<file path="config.mk">
export PLATFORM = sky130hd
export DESIGN_NAME = mannix_ddr_rd_ctrl
export DESIGN_NICKNAME = d
export VERILOG_FILES = /design/src/rtl/mannix_ddr_rd_ctrl.sv
export SDC_FILE = /design/constraint.sdc
export NUM_CORES = 1
export LEC_CHECK = 0
export ABC_AREA = 1
export BUFFER_PORTS_ARGS = -buffer_cell sky130_fd_sc_hd__buf_2
export CORE_AREA = 2 2 151 153
export CTS_BUF_LIST = sky130_fd_sc_hd__clkbuf_4 sky130_fd_sc_hd__clkbuf_8 sky130_fd_sc_hd__clkbuf_16
export DETAILED_ROUTE_END_ITERATION = 10
export DIE_AREA = 0 0 153 155
export PLACE_DENSITY = 0.84
export SYNTH_ARGS = -nofsm -noshare
export SYNTH_HDL_FRONTEND = slang
export SYNTH_SLANG_ARGS = --single-unit
</file>
<file path="constraint.sdc">
create_clock -name clk -period 8 [get_ports clk]
set_clock_uncertainty 0.1 [all_clocks]
set_input_delay 0.8 -clock clk [delete_from_list [all_inputs] [get_ports clk]]
set_output_delay 0.8 -clock clk [all_outputs]
set_load 0.01 [all_outputs]
</file>
<file path="src/rtl/mannix_ddr_rd_ctrl.sv">
`timescale 1ns/1ps
`default_nettype none
// ---------------------------------------------------------------------------
// mannix_ddr_rd_ctrl : credit-limited DDR burst reader with return-data FIFO
// Revision: 1.0
// ---------------------------------------------------------------------------
module mannix_ddr_rd_ctrl #(
  parameter int DATA_WIDTH = 32,
  parameter int FIFO_DEPTH = 8
) (
  input  logic                  clk,
  input  logic                  rst_n,
  input  logic                  req_valid,
  output logic                  req_ready,
  input  logic [31:0]           req_addr,
  input  logic [7:0]            req_len,
  output logic                  ddr_rd_valid,
  input  logic                  ddr_rd_ready,
  output logic [31:0]           ddr_rd_addr,
  input  logic                  ddr_rdata_valid,
  input  logic [DATA_WIDTH-1:0] ddr_rdata,
  output logic                  out_valid,
  input  logic                  out_ready,
  output logic [DATA_WIDTH-1:0] out_data,
  output logic                  done
);

  localparam int PTR_W = $clog2(FIFO_DEPTH);
  localparam int CNT_W = PTR_W + 1;
  localparam logic [CNT_W:0] c_depth = (CNT_W + 1)'(FIFO_DEPTH);

  typedef enum logic [1:0] {
    IDLE  = 2'd0,
    ISSUE = 2'd1,
    DRAIN = 2'd2
  } state_t;

  state_t                r_state;
  state_t                w_state_nxt;
  logic [31:0]           r_addr;
  logic [7:0]            r_remaining;
  logic [CNT_W-1:0]      r_outstanding;
  logic [CNT_W-1:0]      r_count;
  logic [CNT_W-1:0]      w_outstanding_nxt;
  logic [CNT_W-1:0]      w_count_nxt;
  logic [PTR_W-1:0]      r_wr_ptr;
  logic [PTR_W-1:0]      r_rd_ptr;
  logic [DATA_WIDTH-1:0] r_mem [FIFO_DEPTH];
  logic                  r_done;
  logic                  w_done_nxt;
  logic                  w_credit;
  logic                  w_req_fire;
  logic                  w_cmd_fire;
  logic                  w_push;
  logic                  w_pop;

  // A command is only issued if its data is guaranteed a FIFO slot on return.
  assign w_credit     = ({1'b0, r_count} + {1'b0, r_outstanding}) < c_depth;

  assign req_ready    = (r_state == IDLE) && !rst_n;
  assign ddr_rd_valid = (r_state == ISSUE) && w_credit && !rst_n;
  assign ddr_rd_addr  = r_addr;
  assign out_valid    = (r_count != '0) && !rst_n;
  assign out_data     = out_valid ? r_mem[r_rd_ptr] : '0;
  assign done         = r_done;

  assign w_req_fire   = req_valid && req_ready;
  assign w_cmd_fire   = ddr_rd_valid && ddr_rd_ready;
  // Data with nothing in flight (e.g. after an aborted burst) is dropped.
  assign w_push       = ddr_rdata_valid && (r_outstanding != '0);
  assign w_pop        = out_valid && out_ready;

  always_comb begin
    w_outstanding_nxt = r_outstanding;
    if (w_cmd_fire && !w_push) begin
      w_outstanding_nxt = r_outstanding + CNT_W'(1);
    end else if (!w_cmd_fire && w_push) begin
      w_outstanding_nxt = r_outstanding - CNT_W'(1);
    end

    w_count_nxt = r_count;
    if (w_push && !w_pop) begin
      w_count_nxt = r_count + CNT_W'(1);
    end else if (!w_push && w_pop) begin
      w_count_nxt = r_count - CNT_W'(1);
    end
  end

  always_comb begin
    w_state_nxt = r_state;
    w_done_nxt  = 1'b0;
    case (r_state)
      IDLE: begin
        if (w_req_fire) begin
          if (req_len != 8'd0) begin
            w_state_nxt = ISSUE;
          end else begin
            w_done_nxt = 1'b1;
          end
        end
      end
      ISSUE: begin
        if (w_cmd_fire && (r_remaining == 8'd1)) begin
          w_state_nxt = DRAIN;
        end
      end
      DRAIN: begin
        if ((w_outstanding_nxt == '0) && (w_count_nxt == '0)) begin
          w_state_nxt = IDLE;
          w_done_nxt  = 1'b1;
        end
      end
      default: begin
        w_state_nxt = IDLE;
      end
    endcase
  end

  always_ff @(posedge clk) begin
    if (rst_n) begin
      r_state       <= IDLE;
      r_addr        <= '0;
      r_remaining   <= '0;
      r_outstanding <= '0;
      r_count       <= '0;
      r_wr_ptr      <= '0;
      r_rd_ptr      <= '0;
      r_done        <= 1'b0;
    end else begin
      r_state       <= w_state_nxt;
      r_done        <= w_done_nxt;
      r_outstanding <= w_outstanding_nxt;
      r_count       <= w_count_nxt;
      if (w_req_fire) begin
        r_addr      <= req_addr;
        r_remaining <= req_len;
      end else if (w_cmd_fire) begin
        r_addr      <= r_addr + 32'd4;
        r_remaining <= r_remaining - 8'd1;
      end
      if (w_push) begin
        r_wr_ptr <= r_wr_ptr + PTR_W'(1);
      end
      if (w_pop) begin
        r_rd_ptr <= r_rd_ptr + PTR_W'(1);
      end
    end
  end

  always_ff @(posedge clk) begin
    if (!rst_n && w_push) begin
      r_mem[r_wr_ptr] <= ddr_rdata;
    end
  end

endmodule
`default_nettype wire

</file>
-- Word level (Yosys, flattened, before mapping)
Memory sizes are Yosys's and may differ from the RTL's. A register that Yosys moved wholly into a read port is not among the register bits.
Index checks and enable logic that the tools add are counted.
- input bits: 78
- memories kept: 1
- logic and storage cells: 75
- output and inout port bits: 68
- memory bits (writable): 256
- bits in registers: 57
- $lt $le $gt $ge: 1
- reduce and logical (&&, ||, !) cells: 27
- add/sub/neg operators: 9
- eq/ne operators: 7
- mux-type cells: 22
- memory list (name ; depth ; width ; read ports ; clocked after memory_dff ; wr ports ; line ; text):
    r_mem ; 8 ; 32 ; 1 ; 1 ; 1 ; 48 ; logic [DATA_WIDTH-1:0] r_mem [FIFO_DEPTH];
- operators by type and width (kind ; count):
    $mux W32 ; 3
    $add A32 B3 Y32 const B ; 1
    $mux W4 ; 4
    $mux W8 ; 2
    $logic_and A1 B1 Y1 ; 15
    $add A4 B1 Y4 const B ; 2
    $eq A8 B1 Y1 const B ; 1
    $logic_not A4 Y1 ; 2
    $mux W2 ; 4
    $reduce_bool A4 Y1 ; 2
    $reduce_bool A8 Y1 ; 1
    $sub A4 B1 Y4 const B ; 2
    $sub A8 B1 Y8 const B ; 1
    $add A3 B1 Y3 const B ; 2
    $mux W3 ; 2
    $pmux W2 S3 ; 1
    $add A4 B4 Y5 ; 1
    $lt A5 B4 Y1 const B ; 1
    $mux W1 ; 5
    $logic_not A1 Y1 ; 4
    $ne A2 B1 Y1 const B ; 2
    $ne A2 B2 Y1 const B ; 2
    $reduce_and A4 Y1 ; 1
    $eq A2 B1 Y1 const B ; 1
    other kinds (4) ; 4

-- Logic depth before layout (Yosys ltp)
- depth after elaboration: 13
- depth in mapped cells: 15
- depth with buffers taken out: 15

-- Worst setup path before layout
No wires, ideal clock.
- kind: input -> register
- from: input port rst_n
- to: memory r_mem[6][0], enable pin
- arrival: 3.336 ns
- path slack: 4.103 ns
- path buffers: 1
- setup time: 0.461 ns
- stages on the path: 4
- data required time: 7.439 ns
- cells stage by stage: buf_6 nor2_1 inv_1 nor3_1
- cells in the longest elaborated chain, start to end: 4
- ends and longest elaborated chain (element ; line ; text):
    start, declared ; 12 ; input logic rst_n,
    $logic_not A1 Y1 ; 151 ; if (!rst_n && w_push) begin
    $logic_and A1 B1 Y1 ; 151 ;
    $mux W1 ; 151 ;
    $mux W1 (not written as such) ; 152 ; r_mem[r_wr_ptr] <= ddr_rdata;
    end, declared ; 48 ;
No other way between the ends.

==> reports/summary.md <==
The run gives 2 as the number of antenna violations at the first check in global routing. The fraction of layout instances using a drive strength above 1 is 0.1864. For the effective utilization at floorplan, the log shows 0.6182. For the post-route DRC violation count, the log shows 0. The critical path in this run is classified as reg2out. The kind of start point of the critical path is a flip-flop.

For this run, the top clock speed supported by timing is 224.1 MHz. The count of buffers added on input and output ports is 145. The static leakage came out at 5.612 nW. In the final timing run, aggregate negative setup slack is 0 ns. TritonCTS built the clock tree.

By count the netlist is led by nor2_1 (259), edfxtp_1 (256), o21ai_0 (184). Of all nets on the critical path, the largest fanout is 68. The tools report the maximum number of pins on one net before global-route repair as 71.

The clock tree buffer depth was 3; the number of nets in the layout was 1494. In the synthesized netlist the dominant register cell turns out to be edfxtp_1. The worst hold-check slack is 0.3490 ns, and the yosys synthesis warning count is 0.

For the total of hold buffers inserted after clock tree synthesis, the log shows 0. Summed over all instances, the cell type with the most area after synthesis is edfxtp_1. The startpoint of the lowest-slack hold path was r_rd_ptr[2]. The run gives 0.2658 as the overall routing resource usage. The mapped netlist covers 13740 sq um. The floorplan step set the die width to 153 um. The placer congestion estimate was 0.9071.

The critical path required time is 7.10 ns, and the number of endpoints failing setup at the final stage is 0. Sorting the synthesized cells by area gives the leading types as edfxtp_1 (56%), dfxtp_1 (8.7%), nor2_1 (7.1%). The H-tree depth reported by CTS is 1, and the area overhead of the layout relative to synthesis is 13.48%. Summed over all layers, the global routing overflow is 0. Once the clock tree was built, the setup fixing pass inserted 0 buffers.

After detailed placement, the design holds a cell count of 1656. The count of cells in the finished layout, fillers not included, comes to 1713. Averaged over all synthesized cells, the footprint is 10.70 sq um. The tree built by TritonCTS fans out to 316 sinks. The run gives 0.1903 as the relative slew slack. The die is 155 um tall.

The min-delay analysis places its worst path in the category reg2reg. Summed over all layers, the routed wires come to 32.29 mm. The endpoint class of the critical path was a primary output. The worst path meets setup with 3.538 ns of slack. In the post-synthesis netlist, the cell with the most instances is nor2_1.

First-pass GRT wire length: 50.65 mm. 146 I/O pins were placed. The tools report the reg-to-reg critical path startpoint as r_outstanding[0]. In this run, synthesis produced a sequential element count of 316. The number of global-route vias before repair was 9863; the placeable core area was 22230 sq um. The logs give 48 for the number of distinct standard cells referenced by the synthesized netlist and 0 for the number of max-slew violations in the final report. The worst register-to-register path has a depth of 7. The number of hold-slack violations in the final timing report is 0. The peak ir drop on the vdd network was 0.0002067 V. The proportion of register bits with asynchronous set or reset after synthesis works out to 0. After legalization and detailed placement, the total HPWL measured 18.78 mm. The tool flagged a number of max-cap violations equal to 0.

Dividing the detail-routed via count by the number of cells gives 5.995. The number of enable flip-flop cells after synthesis came out at 256. For this block, the initial DRC count from the detailed router was 1119. The logs give 0 for the residual antenna-violating net count after detailed routing and 10270 for the total number of vias.

The flow ran to the end, and the final reports show no timing, DRC or antenna violations. The total power divided by cell area is 265.5 nW/um^2. The run gives 55 as the number of placement rows.

Synthesis handed over a netlist of 1284 instances. The number of gates resized after CTS was 0. Setup repair after global routing left no endpoint under its margin. For the pin with the worst max-slew slack, the measured transition is 1.215 ns. The top-area cell type share of the netlist area works out to 0.5594. The number of cells traversed by the worst hold path came out at 1. Final critical-path required period: 4.462 ns. For the full die area, the log shows 23720 sq um. The final clock period utilization by the worst path was 0.5578; the number of buffers created by CTS was 31. The run gives 3.56 ns as the arrival time at the worst endpoint. Clock-pin slew was measured on the worst setup and hold paths at 0.06 ns. Prior to clock tree synthesis, the placed netlist has a worst setup slack of 4.119 ns. The average detailed-routed wire length per instance was 18.85 um; the detailed-routing iteration count for the pre-antenna-repair pass was 10. The cell sitting at the root of the clock tree is a clkbuf_16. The register area share after synthesis came out at 0.6468.

At the later pin of the worst-skew pair, clock insertion delay measures 0.56 ns. The number of nets in the synthesized netlist is 1374.
-- critical path: stages (launching register included) --
cell and delay (ns):
dfxtp_4 0.73, clkinv_2 0.75, buf_4 0.58, o21ai_0 0.24
o22ai_1 0.11, o21ai_0 0.21, a31oi_1 0.12, buf_2 0.25
-- per-layer routing --
metal  global-route usage  share of wire  routed length [um]  vias to the layer above
met5                    0        0.00050                  16                        -
met4              0.09832          0.027                 872                        2
met3              0.04206          0.090                2898                       84
met1               0.3527           0.39               12690                     4795
li1                     -              -                   -                     4813
met2               0.4495           0.49               15810                      575
-- flip-flops by register name, summed over array words and instances, names as in the netlist, named ones only --
register	count
ddr_rd_addr	32
r_mem	256
r_rd_ptr	3
r_remaining	8
r_count	4
r_state	2
r_wr_ptr	3
done	1
r_outstanding	4
-- power by group --
group / internal (mW) / switching (mW) / total (mW)
combinational: 0.277 / 0.574 / 0.851
clock: 0.779 / 0.579 / 1.36
sequential: 1.85 / 0.0802 / 1.93
-- path summary, 6_finish.rpt --
path                  end  slack, ns
min             flip-flop       0.35
max          out_data[21]       3.54
max reg2reg   r_mem[7][8]       5.03
min reg2reg     flip-flop       0.35
-- cell families (layout without fill, tap and decap cells) --
family	after synthesis	in the layout	share of synthesized area
compound gates	318	318	0.1302
xor+xnor	24	24	0.01530
flops	316	316	0.6468
buf+inv	127	270	0.04015
other cells	0	1	0
simple gates	487	487	0.1566
fa+ha+maj	12	12	0.01093
-- layout by cell type, fill, tap and decap left out, drive strengths merged, types with 12 or more instances in the layout --
master  instances
ha             12
a31oi          37
dfxtp          60
nand3          43
buf           158
o21ai         188
xor2           17
a21oi          38
nor2          269
inv            55
nand2         125
nor3           22
edfxtp        256
o22ai          33
clkbuf         46
-- stage by stage --
stage                     instance area, sq um  utilization  power [mW]
after floorplan                          13740            -       2.532
after global placement                   14640       0.6585       2.763
after detailed placement                 14640       0.6585       2.796
after CTS                                15590       0.7014       4.139
after global routing                     15590       0.7015       4.318
final                                    15590       0.7015       4.140
-- layout make-up --
cell class	count	area, sq um
Multi-Input combinational cell	841	4352
Clock inverter	10	47.55
Antenna cell	1	2.502
Fill cell	1505	6634
Clock buffer	46	907.1
Tap cell	285	356.6
Inverter	56	211.5
Sequential cell	316	8894
Timing Repair Buffer	158	823.3
(Power assumes the default switching activity.)
